===== src/rtl/time_counters.sv =====
// time_counters: BCD seconds/minutes/hours chain with run-mode carries and set-mode per-stage advance.
module time_counters #(
  parameter int HOUR_MAX = 23
) (
  input  logic       i_Clock,
  input  logic       i_Reset_n,
  input  logic       i_Tick,
  input  logic       i_Inc_Pulse,
  input  logic       i_Counters_Reset,
  input  logic       i_Counters_Enable_Increment,
  input  logic [2:0] i_Counters_Enable_Count,
  output logic [7:0] o_Sec_BCD,
  output logic [7:0] o_Min_BCD,
  output logic [7:0] o_Hour_BCD,
  output logic       o_Day_Wrap
);
  localparam logic [7:0] HMAX_BCD = 8'((HOUR_MAX / 10) * 16 + (HOUR_MAX % 10));
  function automatic logic [7:0] bcd_inc(input logic [7:0] v, input logic [7:0] m);
    return (v == m) ? 8'h00 : (v[3:0] == 4'd9) ? {v[7:4] + 4'd1, 4'd0} : v + 8'd1;
  endfunction
  logic [7:0] r_sec, r_min, r_hour;
  logic       r_day_wrap;
  logic       w_run, w_sec_inc, w_sec_carry, w_min_inc, w_min_carry, w_hour_inc, w_day_wrap;
  // Carries exist only in run mode and die at a disabled stage; a seconds clear kills the seconds carry.
  always_comb begin
    w_run       = ~i_Counters_Enable_Increment;
    w_sec_inc   = i_Counters_Enable_Count[0] & (w_run ? i_Tick : i_Inc_Pulse);
    w_sec_carry = w_run & w_sec_inc & (r_sec == 8'h59) & ~i_Counters_Reset;
    w_min_inc   = i_Counters_Enable_Count[1] & (w_run ? w_sec_carry : i_Inc_Pulse);
    w_min_carry = w_run & w_min_inc & (r_min == 8'h59);
    w_hour_inc  = i_Counters_Enable_Count[2] & (w_run ? w_min_carry : i_Inc_Pulse);
    w_day_wrap  = w_run & w_hour_inc & (r_hour == HMAX_BCD);
  end
  always_ff @(posedge i_Clock or negedge i_Reset_n) begin
    if (!i_Reset_n) begin
      r_sec      <= 8'h00;
      r_min      <= 8'h00;
      r_hour     <= 8'h00;
      r_day_wrap <= 1'b0;
    end else begin
      r_sec      <= i_Counters_Reset ? 8'h00 : w_sec_inc ? bcd_inc(r_sec, 8'h59) : r_sec;
      r_min      <= w_min_inc ? bcd_inc(r_min, 8'h59) : r_min;
      r_hour     <= w_hour_inc ? bcd_inc(r_hour, HMAX_BCD) : r_hour;
      r_day_wrap <= w_day_wrap;
    end
  end
  assign o_Sec_BCD  = r_sec;
  assign o_Min_BCD  = r_min;
  assign o_Hour_BCD = r_hour;
  assign o_Day_Wrap = r_day_wrap;
endmodule


===== config.mk =====
export PLATFORM = sky130hd
export DESIGN_NAME = time_counters
export DESIGN_NICKNAME = d
export VERILOG_FILES = /design/src/rtl/time_counters.sv
export SDC_FILE = /design/constraint.sdc
export NUM_CORES = 1
export LEC_CHECK = 0
export ABC_AREA = 1
export CAP_MARGIN = 20
export CORE_ASPECT_RATIO = 1.25
export CORE_MARGIN = 3
export CORE_UTILIZATION = 54
export CTS_BUF_LIST = sky130_fd_sc_hd__clkbuf_8
export CTS_CLUSTER_SIZE = 20
export DETAILED_ROUTE_END_ITERATION = 7
export PLACE_DENSITY = 0.92
export SLEW_MARGIN = 20
export SYNTH_ARGS = -nofsm -noshare
export SYNTH_HDL_FRONTEND = slang
export SYNTH_SLANG_ARGS = --single-unit

===== constraint.sdc =====
create_clock -name i_Clock -period 2.3 [get_ports i_Clock]
set_clock_uncertainty 0.15 [all_clocks]
set_input_delay 0.69 -clock i_Clock [delete_from_list [all_inputs] [get_ports i_Clock]]
set_output_delay 0.69 -clock i_Clock [all_outputs]
set_load 0.02 [all_outputs]

# Yosys cells after proc, flatten, opt, wreduce, memory -nomap -nowiden
# Index checks and enable logic that the tools add are counted.
# word_totals
regBits,25
latchBits,0
ram_bits,0
rom_bits,0
inputBits,9
out_inout_bits,25
memories,0
# op_classes
n_addsub,6
mul,0
div_mod_pow,0
n_lt_le_gt_ge,0
eq_ne,6
shifts,0
mux,11
bitwise_logic,12
n_reduce_logical,1
# ops
cell,n
8-bit two-way mux,8
"8-bit by 1-bit adder with 8-bit output, second input constant",3
"8-bit by 7-bit == test with 1-bit output, second input constant",2
"4-bit by 1-bit adder with 4-bit output, second input constant",3
"4-bit == test, second input constant",3
1-bit AND,10
"8-bit by 6-bit == test with 1-bit output, second input constant",1
1-bit two-way mux,3
1-bit NOT,2
2-bit nonzero test,1

# Depth between registers and ports, before layout
# logic_depth
word_depth,13
mapped_depth,11
ltp_nobuf,11

# Least setup slack after synthesis
# No wires, ideal clock.
# synth_timing
path_type,register to register
from,"register r_sec[1], in the netlist o_Sec_BCD[1]"
to,"register r_hour[2], in the netlist o_Hour_BCD[2]"
setup_ps,118
t_arrival_ps,1591
setup_slack_ps,442
stages_incl_launch_ff,12
n_path_buf,0
synth_period_minus_slack_ps,1858
cell_sequence,dfrtp_1 > inv_1 > ha_1 > nand2_2 > nor2_4 > nand3_2 > nor2_4 > nand4_2 > nand2_4 > nand2_4 > nand2_1 > nand2_1
# synth_between
elab_chain_len,9
# synth_rtl
item,line_no,rtl
from (decl),21,"logic [7:0] r_sec, r_min, r_hour;"
from (signal assigned),41,"r_sec <= i_Counters_Reset ? 8'h00 : w_sec_inc ? bcd_inc(r_sec, 8'h59) : r_sec;"
8-bit by 7-bit == test with 1-bit output,28,w_sec_carry = w_run & w_sec_inc & (r_sec == 8'h59) & ~i_Counters_Reset;
1-bit AND (2 in a row),28,
1-bit two-way mux,29,w_min_inc = i_Counters_Enable_Count[1] & (w_run ? w_sec_carry : i_Inc_Pulse);
1-bit AND,29,
1-bit AND (2 in a row),30,w_min_carry = w_run & w_min_inc & (r_min == 8'h59);
1-bit two-way mux,31,w_hour_inc = i_Counters_Enable_Count[2] & (w_run ? w_min_carry : i_Inc_Pulse);
1-bit AND,31,
to (signal assigned),43,"r_hour <= w_hour_inc ? bcd_inc(r_hour, HMAX_BCD) : r_hour;"
to (decl),21,
# Every way passes these cells.
# A chain may end at the register's enable or synchronous reset.

# Final worst setup path
# layout_timing
from,"register r_min[5], in the netlist o_Min_BCD[5]"
to,output port o_Min_BCD[5]
# layout_rtl
item,line_no,rtl
from (decl),21,
from (signal assigned),42,"r_min <= w_min_inc ? bcd_inc(r_min, 8'h59) : r_min;"
to (decl),13,"output logic [7:0] o_Min_BCD,"
# No word-level cell between the ends.

==> results.json <==
{
  "overflow": 0,
  "tightest_slew_ns": 0.472,
  "ys_seq_area_share_pct": 34.1,
  "io_buffers": 33,
  "worstHoldPathType": "register to register",
  "finalCriticalPeriod_ns": 2.22,
  "critPathKind": "register to output port",
  "ir_drop_uv": 695,
  "synth_top_cell_area_share_pct": 34.1,
  "place_hpwl_mm": 3.25,
  "synthTopCellsByArea": "dfrtp_1 34%, nand2_1 12%, ha_1 8.2%",
  "synth_nets": 269,
  "die-area_um2": 4140,
  "synthCells": 248,
  "syn_area_um2": 1840,
  "drt-vias-per-instance": 5.45,
  "required_ns": 1.46,
  "cts_tree": "yes",
  "grt_pass1_vias": 1821,
  "grt_max_degree": 26,
  "yosysMostFrequentCell": "nand2_1",
  "wirelength_mm": 4.28,
  "cts_sinks": 25,
  "track_usage_pct": 23.4,
  "rsz0062_at_grt": "false",
  "cts_buffers": 3,
  "diodes": 0,
  "p_per_area_nw_per_um2": 768,
  "drc": 0,
  "hold_depth": 2,
  "crit_path_max_fanout": 6,
  "nNetsFinal": 315,
  "synth.ff_latch_count": 25,
  "register_area_um2": 627,
  "critPathSlowestCell": "clkdlybuf4s50_1",
  "synth-edff-count": 0,
  "ant_nets": 0,
  "synth.avg_cell_area_um2": 7.40,
  "cp_top_family": "buffers and inverters",
  "max_stage_delay_ns": 0.65,
  "slew_viol_final": 0,
  "start_kind": "register",
  "leakage_nw": 1.16,
  "p_total_mw": 1.79,
  "postCtsSetupRepairBufs": 0,
  "place_ws_ns": -0.101,
  "status": "complete, no violations",
  "first_iter_violations": 67,
  "ys_types": 29,
  "multi_input_comb_area_um2": 1050,
  "drive_gt1_share_pct": 11.6,
  "io_pins": 34,
  "fp.dieH_um": 71.2,
  "first_pass_iters": 4,
  "fillerInstances": 266,
  "relSlewSlack_pct": 68.5,
  "hold_viol_final": 0,
  "cts_resized": 0,
  "rr_worst_depth": 11,
  "gp_congestion": 0.879,
  "clkTransAtPathRegs_ns": 0.10,
  "setup_slack_ns": 0.0773,
  "clock-root-buffer": "clkbuf_8",
  "clkLatencyLatePin_ns": 0.27,
  "yosys_most_used_dff": "dfrtp_1",
  "cp_data_arrival_time_ns": 1.38,
  "fmax_mhz": 450,
  "synth_commonest_cells": "59 x nand2_1, 39 x inv_1, 25 x dfrtp_1, 25 x nand3_1, 19 x o21ai_0",
  "vias": 1797,
  "cts_max_path_buffers": 2,
  "path_buf_inv": 1,
  "grt_first_pass_wirelength_mm": 7.85,
  "crit_chain": "clkdlybuf4s50_1",
  "start_util_pct": 56.9,
  "syn2layout_area_growth_pct": 26.9,
  "chipWidth_um": 58.1,
  "antenna_found_initial": 0,
  "htreeDepth": 1,
  "core_area_um2": 3220,
  "synth_area_leader_cell": "dfrtp_1",
  "cp.depth": 1,
  "cap_violations": 0,
  "holdBufCountCts": 0,
  "async_flop_share_pct": 100,
  "post-route-period-util_pct": 96.6,
  "wl_per_cell_um": 13.0,
  "setup_viol": 0,
  "worstSetupEndpointType": "output port",
  "num_rows": 23,
  "yosysWarnings": 0
}
## state kept, by name, indices dropped and copies added (netlist names)
register    cells
o_Min_BCD       8
o_Hour_BCD      8
o_Day_Wrap      1
o_Sec_BCD       8
## cell type report
cell class / count / share of cell area [%]
clock buffers: 3 / 1.77
clock inverters: 1 / 0.376
inverters: 40 / 6.45
multi-input cells: 181 / 45.1
flip-flops and latches: 25 / 26.9
well taps: 37 / 1.99
repair buffers: 43 / 17.4
## per-stage QoR
stage	cells	utilization [%]	hold WS, ns	instance area, um^2	setup TNS, ns
after floorplan	248	-	0.244	1840	0
after global routing	330	72.2	0.474	2330	0
final	330	72.2	0.428	2330	0
after global placement	326	70.7	0.399	2280	-0.0896
after CTS	330	72.2	0.436	2330	0
after detailed placement	326	70.7	0.413	2280	-0.745
## where the power goes
| part | switching (mW) | total (mW) | internal (mW) |
|---|---|---|---|
| clock network | 0.155 | 0.282 | 0.127 |
| registers | 0.113 | 0.645 | 0.532 |
| logic | 0.478 | 0.862 | 0.384 |
| total | 0.746 | 1.79 | 1.04 |
## layout by cell type, fill, tap and decap left out, types with 2 or more instances in the layout
cell type	n
dfrtp_1	24
nor3_1	3
nand2_2	2
a21oi_1	8
nor2_2	3
xnor2_1	5
o21ai_0	19
nor2_1	13
clkdlybuf4s50_1	33
nand4_1	5
o22ai_1	2
or2_2	2
o21ai_1	3
ha_1	12
inv_1	39
nor2_4	2
nand3_1	25
nand3_4	2
xor2_1	7
buf_4	10
nand2_1	59
nand2_4	3
clkbuf_8	3
## final timing paths
kind / slack (ns) / startpoint / end
setup / recovery: 0.08 / o_Min_BCD[5] / o_Min_BCD[5]
hold / removal: 0.43 / o_Hour_BCD[1] / o_Hour_BCD[1]
setup reg to reg: 0.34 / o_Sec_BCD[1] / o_Hour_BCD[4]
hold reg to reg: 0.43 / o_Hour_BCD[1] / o_Hour_BCD[1]
max in group asynchronous: 1.11 / i_Reset_n / o_Min_BCD[4]
min in group asynchronous: 0.62 / i_Reset_n / o_Sec_BCD[7]
## metal layers
metal	track usage, %	share of wire (%)	vias to the layer above
met5	0	0	-
met4	6.96	1.5	0
met3	3.10	3.9	9
met2	41.1	52	50
met1	29.4	43	855
li1	-	-	883
## cells by family (layout without fill, tap and decap cells)
group | count (synthesis) | after routing | share of synthesized area, %
adder cells (fa/ha/maj) | 12 | 12 | 8.18
XOR/XNOR | 12 | 12 | 5.73
AND/OR/NAND/NOR | 122 | 122 | 33.1
flip-flops | 25 | 25 | 34.1
AO/OA/AOI/OAI | 35 | 35 | 10.2
buffers and inverters | 42 | 87 | 8.72
(Power assumes the default switching activity.)
